--- src/rtl/dot_matrix_scanner_if.sv ---
// dot_matrix_scanner_if: frame-buffer write port, mode select and LED drive lines
interface dot_matrix_scanner_if #(
   parameter int PANELS = 2,
   parameter int ROWS   = 8,
   parameter int COLS   = 8
);
   localparam int PW = PANELS > 1 ? $clog2(PANELS) : 1;
   localparam int RW = ROWS > 1 ? $clog2(ROWS) : 1;
   logic                   wr_en;
   logic                   wr_page;
   logic [PW-1:0]          wr_panel;
   logic [RW-1:0]          wr_row;
   logic [COLS-1:0]        wr_data;
   logic [1:0]             mode;
   logic [ROWS-1:0]        dot_row;
   logic [PANELS*COLS-1:0] dot_col;
   logic                   frame_start;
   modport master (
      output wr_en, wr_page, wr_panel, wr_row, wr_data, mode,
      input  dot_row, dot_col, frame_start
   );
   modport slave (
      input  wr_en, wr_page, wr_panel, wr_row, wr_data, mode,
      output dot_row, dot_col, frame_start
   );
endinterface

--- src/rtl/dot_matrix_scanner.sv ---
// dot_matrix_scanner: two-page frame buffer scanned row by row onto shared-row LED matrices
// Mode and blink phase are only adopted at frame boundaries so a frame is never torn.
module dot_matrix_scanner #(
   parameter int PANELS    = 2,
   parameter int ROWS      = 8,
   parameter int COLS      = 8,
   parameter int SCAN_DIV  = 10,
   parameter int BLINK_DIV = 2500
) (
   input logic              clk_10000Hz,
   input logic              reset,
   dot_matrix_scanner_if.slave bus
);
   localparam int RW = ROWS > 1 ? $clog2(ROWS) : 1;
   localparam int SW = $clog2(SCAN_DIV);
   localparam int BW = BLINK_DIV > 1 ? $clog2(BLINK_DIV) : 1;
   localparam logic [SW-1:0] SLOT_LAST  = SW'(SCAN_DIV - 1);
   localparam logic [RW-1:0] ROW_LAST   = RW'(ROWS - 1);
   localparam logic [BW-1:0] BLINK_LAST = BW'(BLINK_DIV - 1);

   logic [COLS-1:0]        fb [2][PANELS][ROWS];
   logic [SW-1:0]          slot;
   logic [RW-1:0]          row_idx;
   logic [BW-1:0]          blink_cnt;
   logic                   blink_phase, shown_phase;
   logic [1:0]             active_mode;
   logic                   boundary, blank, page;
   logic [ROWS-1:0]        row_nx;
   logic [PANELS*COLS-1:0] col_nx;

   always_comb begin
      boundary = slot == '0 && row_idx == '0;
      blank    = slot == '0 || active_mode == 2'b11;
      page     = active_mode[1] ? shown_phase : active_mode[0];
      row_nx   = blank ? '1 : ~(ROWS'(1) << (ROW_LAST - row_idx));
      col_nx   = '0;
      for (int p = 0; p < PANELS; p++)
         col_nx[(PANELS-1-p)*COLS +: COLS] = blank ? '0 : fb[page][p][row_idx];
   end

   always_ff @(posedge clk_10000Hz) begin
      if (!reset) begin
         slot            <= '0;
         row_idx         <= '0;
         blink_cnt       <= '0;
         blink_phase     <= 1'b0;
         shown_phase     <= 1'b0;
         active_mode     <= 2'b11;
         bus.dot_row     <= '1;
         bus.dot_col     <= '0;
         bus.frame_start <= 1'b0;
         for (int g = 0; g < 2; g++)
            for (int p = 0; p < PANELS; p++)
               for (int r = 0; r < ROWS; r++)
                  fb[g][p][r] <= '0;
      end else begin
         slot      <= slot == SLOT_LAST ? '0 : slot + SW'(1);
         blink_cnt <= blink_cnt == BLINK_LAST ? '0 : blink_cnt + BW'(1);
         if (slot == SLOT_LAST)
            row_idx <= row_idx == ROW_LAST ? '0 : row_idx + RW'(1);
         if (blink_cnt == BLINK_LAST)
            blink_phase <= ~blink_phase;
         if (boundary) begin
            active_mode <= bus.mode;
            shown_phase <= blink_phase;
         end
         bus.dot_row     <= row_nx;
         bus.dot_col     <= col_nx;
         bus.frame_start <= boundary;
         // out-of-range addresses are dropped rather than aliased onto real rows/panels
         if (bus.wr_en && 32'(bus.wr_panel) < PANELS && 32'(bus.wr_row) < ROWS)
            fb[bus.wr_page][bus.wr_panel][bus.wr_row] <= bus.wr_data;
      end
   end
endmodule

--- src/flat_wrapper.sv ---
// flat-port wrapper written by rule: the top's interface ports become plain ports
module dot_matrix_scanner_flat 
#(
   parameter int PANELS    = 2,
   parameter int ROWS      = 8,
   parameter int COLS      = 8,
   parameter int SCAN_DIV  = 10,
   parameter int BLINK_DIV = 2500
)
  (clk_10000Hz, reset, bus_wr_en, bus_wr_page, bus_wr_panel, bus_wr_row, bus_wr_data, bus_mode, bus_dot_row, bus_dot_col, bus_frame_start);
  dot_matrix_scanner_if #(.PANELS(PANELS), .ROWS(ROWS), .COLS(COLS)) bus_i ();
  input logic clk_10000Hz;
  input logic reset;
  input wire logic [$bits(bus_i.wr_en)-1:0] bus_wr_en;
  input wire logic [$bits(bus_i.wr_page)-1:0] bus_wr_page;
  input wire logic [$bits(bus_i.wr_panel)-1:0] bus_wr_panel;
  input wire logic [$bits(bus_i.wr_row)-1:0] bus_wr_row;
  input wire logic [$bits(bus_i.wr_data)-1:0] bus_wr_data;
  input wire logic [$bits(bus_i.mode)-1:0] bus_mode;
  output wire logic [$bits(bus_i.dot_row)-1:0] bus_dot_row;
  output wire logic [$bits(bus_i.dot_col)-1:0] bus_dot_col;
  output wire logic [$bits(bus_i.frame_start)-1:0] bus_frame_start;
  assign bus_i.wr_en = bus_wr_en;
  assign bus_i.wr_page = bus_wr_page;
  assign bus_i.wr_panel = bus_wr_panel;
  assign bus_i.wr_row = bus_wr_row;
  assign bus_i.wr_data = bus_wr_data;
  assign bus_i.mode = bus_mode;
  assign bus_dot_row = bus_i.dot_row;
  assign bus_dot_col = bus_i.dot_col;
  assign bus_frame_start = bus_i.frame_start;
  dot_matrix_scanner #(.PANELS(PANELS), .ROWS(ROWS), .COLS(COLS), .SCAN_DIV(SCAN_DIV), .BLINK_DIV(BLINK_DIV)) u_core (.clk_10000Hz(clk_10000Hz), .reset(reset), .bus(bus_i));
endmodule
--- config.mk ---
export PLATFORM = sky130hd
export DESIGN_NAME = dot_matrix_scanner_flat
export DESIGN_NICKNAME = d
export VERILOG_FILES = /design/src/rtl/dot_matrix_scanner_if.sv /design/src/rtl/dot_matrix_scanner.sv /design/src/flat_wrapper.sv
export SDC_FILE = /design/constraint.sdc
export NUM_CORES = 1
export LEC_CHECK = 0
export ABC_AREA = 1
export CAP_MARGIN = 20
export CORE_MARGIN = 5
export CORE_UTILIZATION = 55
export DETAILED_ROUTE_END_ITERATION = 10
export GPL_TIMING_DRIVEN = 0
export PLACE_DENSITY = 0.78
export SLEW_MARGIN = 40
export SYNTH_ARGS = -nofsm -noshare
export SYNTH_HDL_FRONTEND = slang
export SYNTH_SLANG_ARGS = --single-unit
export TNS_END_PERCENT = 50
--- constraint.sdc ---
create_clock -name clk_10000Hz -period 2.3 [get_ports clk_10000Hz]
set_input_delay 0.46 -clock clk_10000Hz [delete_from_list [all_inputs] [get_ports clk_10000Hz]]
set_output_delay 0.46 -clock clk_10000Hz [all_outputs]
set_load 0.05 [all_outputs]
==> metrics.md, run 1 <==
| Metric | Value |
|---|---|
| Status | complete, but fails checks |
| Failing checks | negative setup slack |
| Total Neg Setup Slack | -2.91 ns |
| Top Family by Delay on Critical Path | simple AND/OR/NAND/NOR gates |
| Total Power | 13.8 mW |
| Hold depth | 3 |
| Initial Utilization | roughly 56% |
| GR peak layer | met2 |
| Most frequent cell after synthesis | nand3_1 |
| Slew HR | approximately 28% |
| Share of layout cells above drive strength 1 | ~10% |
| Hold endpoint | u_core.blink_cnt[10] |
| Final Hold Vio Count | 0 |
| Worst Max-Slew Pin Slew | ~1.1 ns |
| # IOs | 43 |
| Port Buffers | 40 |
| # clock sinks | roughly 300 |
| Crit-path cells | clkdlybuf4s50_1 > inv_1 > nor3_1 > nand3_2 > nand2_1 |
| Peak Freq | a little over 0.4 GHz |
| Remaining Overflow, GRT | 0 |
| Reg2reg start | u_core.row_idx[0] |
| Die Y-Extent | around 170 um |
| Synth-to-Final Area Change | 15.7% |
| Post-synth EDFFs | between 200 and 300 |
| End of the worst register-to-register path | u_core.bus.dot_col[15] |
| Worst-Skew Late Latency | around 0.52 ns |
| Crit path capture type | flop |
| Root buffer cell | clkbuf_16 |
| Via count | 11.3k |
| # H-tree levels | 2 |
| DRT antenna net count | 0 |
| Footprint of the multi-input gates | about 0.0039 sq mm |
| Synth Instances | 1505 |
| Min Clock Period, post-route | ~2.4 ns |
| Total Die Area | approximately 0.029 sq mm |
| Initial antenna violation count | 0 |
| Die width | between 150 and 200 um |
| CTS tree | built |
| Ys async rst share | 0% |
| Critical path's slowest cell | clkdlybuf4s50_1 |
| Main area contributors after synthesis | edfxtp_1 55%, nand3_1 12%, inv_1 7.9%, dfxtp_1 6.9%, nand2_1 6.5% |
| Layout Skew | about 0.012 ns |
| RSZ-0062 raised after global routing | true |
| CTS max path bufs | 3 |
| Setup violators final | 45 |
| Fillers | between 2k and 2.5k |
| Worst setup margin | -0.146 ns |
| Max_cap viols | 0 |
| Met1 Usage GRT | between 40% and 50% |
| Synth area leader | edfxtp_1 |
| CTS clk-pin slew, worst paths | 0.05 ns |
| WL/cell | approximately 23 um |
| Cell Area, Synth | 0.0139 sq mm |
| WHS | about 0.3 ns |
| Synth Flop Type | edfxtp_1 |
| Sequential cell area fraction in the yosys report | ~62% |
| Vias in the first global route | between 10k and 15k |
| Post-CTS Hold Buffers | 0 |
| Global-route wire length before repair | 65500 um |
| Critical path type | in -> reg |
| CORE AREA | between 0.02 and 0.03 sq mm |
| Detailed Route Iter0 Violations | between 1.5k and 2k |
| Ys Warns | 0 |
| Total GRT Usage | between 30% and 40% |
| Synth Register Bits | 304 |
| R2R depth | 7 |
| Met3 usage | around 8.5% |
| Flop2flop setup slack | ~0.040 ns |
| CP peak stage delay | approximately 0.67 ns |
| Detailed Routing Iterations Pass 1 | 6 |
| Leakage power | about 7 nW |
| Post-DR vias/cell | 5.82 |
| Antenna cell count | 0 |
| Global Route met2 Usage | roughly half |
| Nets@finish | around 1.6k |
| Worst Path Arrival | between 2 and 3 ns |
| Required time of the critical path | around 2.5 ns |
| Fin crit share | 106% |
| Largest net degree at the start of global routing | 16 |
| CP startpoint kind | primary input |
| Distinct cells, synth | 32 |
| Pwr dens | about 860 mW/mm^2 |
| Syn_nets | ~1.5k |
| Worst Min Path Start | reset |
| Maximum vdd ir drop | ~0.64 mV |
| Fin. max-slew vios | 0 |
| CP max FO | 9 |
| Post-DP HPWL | 30000 um |
| Commonest cells post-synth | 325 x nand3_1, 293 x inv_1, 256 x edfxtp_1 |
| Drt total wl | about 45000 um |
| Register area | about 0.0086 sq mm |
| TritonCTS Buffers | 34 |
| Finished Core Util | 64.3% |
| Hold/Removal Path Class | in -> reg |
| Yosys top cell area share | ~55% |
| Buffers & Inverters on Critical Path | 2 |
| Synth Area per Inst | roughly 9.2 sq um |
| Final RePlAce weighted congestion | ~1 |
| Num rows | 58 |
| DRC | 0 |
-- layout by cell type (no fill, tap or decap), types with 2 or more instances in the layout --
master           instances
clkbuf_1                32
nor2_1                 166
clkbuf_8                 4
clkbuf_2                 4
nand3_2                  7
buf_4                    6
buf_1                    7
nor3_1                   5
or2_2                    4
edfxtp_1               256
clkbuf_16               39
a21oi_2                  6
clkinv_1                 2
o211ai_1                 2
clkdlybuf4s50_1         40
o21ai_0                  4
a21oi_1                 29
clkinv_2                 5
buf_2                   42
nor3_2                   3
inv_1                  285
nor3b_2                  2
xor2_1                   2
ha_1                    10
nand2_2                 15
nand2_1                229
nand3_1                325
nor2_2                   4
dfxtp_1                 48
buf_12                   4
nor4_1                   3
inv_2                    5
clkinvlp_4               6
-- how the worst max path moves through the flow --
stage / start / to / slack, ns / cells past startpoint
2_1_floorplan: bus_wr_row[0] / u_core.fb[1][112] / 0.33 / 4
3_3_place_gp: bus_wr_en / u_core.fb[1][71] / -1.06 / 6
3_5_place_dp: bus_wr_en / u_core.fb[1][68] / -0.77 / 6
4_1_cts: bus_wr_en / u_core.fb[1][105] / -0.04 / 6
5_1_grt: bus_wr_row[2] / u_core.fb[0][29] / -0.11 / 5
6_report: bus_wr_row[2] / u_core.fb[0][29] / -0.15 / 5
-- cell families after synthesis --
group / synth area share (%)
AO/OA/AOI/OAI: 1.71
XOR/XNOR: 0.189
adder cells (fa/ha/maj): 0.899
buffers and inverters: 10.6
flip-flops: 62.2
AND/OR/NAND/NOR: 24.4
-- worst min-delay path, cell delays in order --
cell     delay (ns)
buf_4          0.16
nand3_1        0.09
a21oi_1        0.04
-- metrics by stage --
stage | setup WS [ns] | cell area (sq um) | std cells
after floorplan | 0.333 | 13900 | 1505
after global placement | -1.06 | 14700 | 1875
after detailed placement | -0.766 | 14700 | 1875
after CTS | -0.0379 | 16000 | 1943
after global routing | -0.113 | 16100 | 1945
final | -0.146 | 16100 | 1945
-- cell type report --
type / count / area share, %
flip-flops and latches: 304 / 53.7
multi-input cells: 825 / 24.1
inverters: 299 / 7.12
clock buffers: 55 / 6.68
repair buffers: 48 / 3.17
well taps: 330 / 2.56
plain buffers: 77 / 2.27
clock inverters: 7 / 0.396
-- metal layers --
metal  part of all wire (%)  vias up
li1                       -     5027
met1                     36     5243
met2                     45      858
met3                     13      193
met4                    5.8        0
met5                      0        -
-- where the power goes --
part           switching, mW  internal (mW)  total (mW)
combinational           1.33          0.465        1.80
clock                   2.23           3.33        5.56
sequential             0.103           6.34        6.45
-- flip-flops by register name (all words and copies together) (netlist names) --
register / count
u_core.bus.dot_row: 8
u_core.bus.dot_col: 16
u_core.blink_cnt: 12
u_core.active_mode: 2
u_core.slot: 4
u_core.fb: 256
u_core.blink_phase: 1
u_core.row_idx: 3
u_core.shown_phase: 1
u_core.bus.frame_start: 1
-- repair_timing --
item / CTS / global route
buffers inserted: 6 / 2
resized for setup: 11 / 22
endpoints found under the hold margin: 0 / 0
pin swaps: 0 / 0
endpoints found under the setup margin: 156 / 189
Note: power is estimated with default switching activity, not from simulation.
==> inputs of run 2 (changes only) <==
--- a/config.mk
+++ b/config.mk
@@ -8,11 +8,11 @@
 export ABC_AREA = 1
 export CAP_MARGIN = 20
 export CORE_MARGIN = 5
-export CORE_UTILIZATION = 55
+export CORE_UTILIZATION = 45
 export DETAILED_ROUTE_END_ITERATION = 10
 export GPL_TIMING_DRIVEN = 0
-export PLACE_DENSITY = 0.78
-export SLEW_MARGIN = 40
+export PLACE_DENSITY = 0.66
+export SLEW_MARGIN = 20
 export SYNTH_ARGS = -nofsm -noshare
 export SYNTH_HDL_FRONTEND = slang
 export SYNTH_SLANG_ARGS = --single-unit
==> metrics.md, run 2 (synthesized netlist as in run 1, its figures left out) <==
| Metric | Value |
|---|---|
| Post-DP HPWL | 30600 um (was 30000 um) |
| RSZ-0062 raised after global routing | true (unchanged) |
| CP max FO | 15 (was 9) |
| TritonCTS Buffers | 31 (was 34) |
| Reg2reg start | u_core.row_idx[0] (unchanged) |
| Setup violators final | 0 (was 45) |
| Crit-path cells | clkdlybuf4s50_1 > nand2_1 > inv_2 > nand2_1 > buf_2 > clkinvlp_4 > buf_12 (was clkdlybuf4s50_1 > inv_1 > nor3_1 > nand3_2 > nand2_1) |
| Initial Utilization | 45.5% (was 55.6%) |
| Antenna cell count | 0 (unchanged) |
| WHS | 0.247 ns (was 0.293 ns) |
| Synth-to-Final Area Change | 15.3% (was 15.7%) |
| DP Worst Slack | -1.01 ns (was -0.766 ns) |
| Worst setup margin | 0.0153 ns (was -0.146 ns) |
| Detailed Route Iter0 Violations | 1670 (was 1636) |
| Max FFs per register | 256 (unchanged) |
| Placed Cells incl. Taps | 1941 (was 1875) |
| Worst Max-Slew Pin Slew | 0.999 ns (was 1.08 ns) |
| Nets@finish | 1620 (was 1617) |
| Max_cap viols | 0 (unchanged) |
| Total GRT Usage | 25.9% (was 31.2%) |
| Post-DR vias/cell | 5.44 (was 5.82) |
| CORE AREA | 0.0306 sq mm (was 0.0250 sq mm) |
| DRC | 0 (unchanged) |
| Detailed Routing Iterations Pass 1 | 6 (unchanged) |
| Final RePlAce weighted congestion | 0.987 (was 1.02) |
| Via count | 10.9k (was 11.3k) |
| Die width | 186 um (was 169 um) |
| Crit path capture type | flop (unchanged) |
| DRT antenna net count | 0 (unchanged) |
| Slew HR | 33.4% (was 28.2%) |
| Remaining Overflow, GRT | 0 (unchanged) |
| Most frequent cells in the layout | 325 x nand3_1, 285 x inv_1, 256 x edfxtp_1, 233 x nand2_1, 170 x nor2_1 (was 325 x nand3_1, 285 x inv_1, 256 x edfxtp_1, 229 x nand2_1, 166 x nor2_1) |
| Hold/Removal Path Class | in -> reg (unchanged) |
| CP startpoint kind | primary input (unchanged) |
| Biggest register | u_core.fb (unchanged) |
| CTS tree | built (unchanged) |
| CTS clk-pin slew, worst paths | 0.06 ns (was 0.05 ns) |
| Post-CTS Hold Buffers | 0 (unchanged) |
| Worst Min Path Start | reset (unchanged) |
| CTS max path bufs | 3 (unchanged) |
| Peak Freq | 0.438 GHz (was 0.409 GHz) |
| Required time of the critical path | 2.62 ns (was 2.47 ns) |
| Pwr dens | 823 mW/mm^2 (was 857 mW/mm^2) |
| Fin. max-slew vios | 0 (unchanged) |
| Num rows | 64 (was 58) |
| Min Clock Period, post-route | 2.28 ns (was 2.45 ns) |
| Die Y-Extent | 186 um (was 169 um) |
| Crit. Startpoint | bus_wr_en (was bus_wr_row[2]) |
| Fillers | 2799 (was 2001) |
| Status | finished, final reports clean (was complete, but fails checks) |
| Maximum vdd ir drop | 0.546 mV (was 0.637 mV) |
| WL/cell | 22.2 um (was 23.0 um) |
| Critical path type | in -> reg (unchanged) |
| Vias in the first global route | 10.3k (was 10.7k) |
| # IOs | 43 (unchanged) |
| Leakage power | 6.77 nW (was 6.81 nW) |
| # H-tree levels | 1 (was 2) |
| Fin crit share | 99.3% (was 106%) |
| Biggest regs | u_core.fb: 256 flops, u_core.bus.dot_col: 16 flops, u_core.blink_cnt: 12 flops (unchanged) |
| Most frequent CP cell | nand2_1 |
| Total Die Area | 0.0345 sq mm (was 0.0286 sq mm) |
| Root buffer cell | clkbuf_16 (unchanged) |
| Critical path's slowest cell | buf_2 (was clkdlybuf4s50_1) |
| Worst Path Arrival | 2.60 ns (was 2.61 ns) |
| Most common cell after layout, fill and taps aside | nand3_1 (unchanged) |
| Final Non-Filler Cells | 2012 (was 1945) |
| Layout Skew | 0.00807 ns (was 0.0123 ns) |
| Final Hold Vio Count | 0 (unchanged) |
| Initial antenna violation count | 2 (was 0) |
| Drt total wl | 44600 um (was 44800 um) |
| # clock sinks | 304 (unchanged) |
| Global-route wire length before repair | 65400 um (was 65500 um) |
| Worst-Skew Late Latency | 0.58 ns (was 0.52 ns) |
| CP peak stage delay | 0.48 ns (was 0.67 ns) |
| Port Buffers | 40 (unchanged) |
| Largest net degree at the start of global routing | 16 (unchanged) |
| Share of layout cells above drive strength 1 | 10.0% (was 10.2%) |
==> run 2: worst paths after layout <==
path,end,slack [ns],cells after the start
max,u_core.fb[1][107],0.02,7
min,u_core.blink_cnt[4],0.25,3
min reg2reg,u_core.blink_cnt[0],0.45,1
max reg2reg,u_core.bus.dot_col[0],0.04,6
==> run 2: metal layers <==
metal | GRT usage [%] | vias up | routed length [um] | share of wire (%)
met5 | 0 | - | 34 | 0.076
met1 | 35.5 | 5084 | 17000 | 38
met4 | 11.7 | 4 | 2350 | 5.3
met3 | 5.65 | 141 | 5580 | 13
met2 | 39.9 | 687 | 19600 | 44
li1 | - | 5024 | - | -
==> run 2: through the flow <==
step | TNS, ns | utilization (%) | power (mW) | area (sq um)
6_report | 0 | 52.5 | 13.2 | 16000
5_1_grt | -0.334 | 52.5 | 13.6 | 16000
4_1_cts | -5.39 | 52.1 | 13.1 | 15900
3_5_place_dp | -223.49 | 48.4 | 8.26 | 14800
3_3_place_gp | -218.86 | 48.4 | 8.23 | 14800
2_1_floorplan | 0 | - | 7.58 | 13900
==> run 2: cell type report <==
cell class	count	area, sq um	share of cell area [%]
flip-flops and latches	304	8650	53.9
multi-input cells	825	3850	24.0
inverters	299	1150	7.18
clock buffers	48	952	5.93
repair buffers	54	531	3.31
well taps	396	495	3.09
plain buffers	77	368	2.29
clock inverters	9	48.8	0.304
==> run 2: repair_timing <==
| action | in CTS | in global routing |
|---|---|---|
| endpoints found under the setup margin | 155 | 135 |
| setup buffers | 8 | 6 |
| resized for setup | 13 | 25 |
==> run 2: power breakdown <==
| group | internal, mW | total [mW] | switching [mW] |
|---|---|---|---|
| Combinational | 0.464 | 1.79 | 1.33 |
| Clock | 2.83 | 4.98 | 2.14 |
| Sequential | 6.34 | 6.44 | 0.101 |
==> run 2: critical path: cells and delay by family <==
family	cells	cell delay, ns
buffers and inverters	5	1.44
AND/OR/NAND/NOR	2	0.68
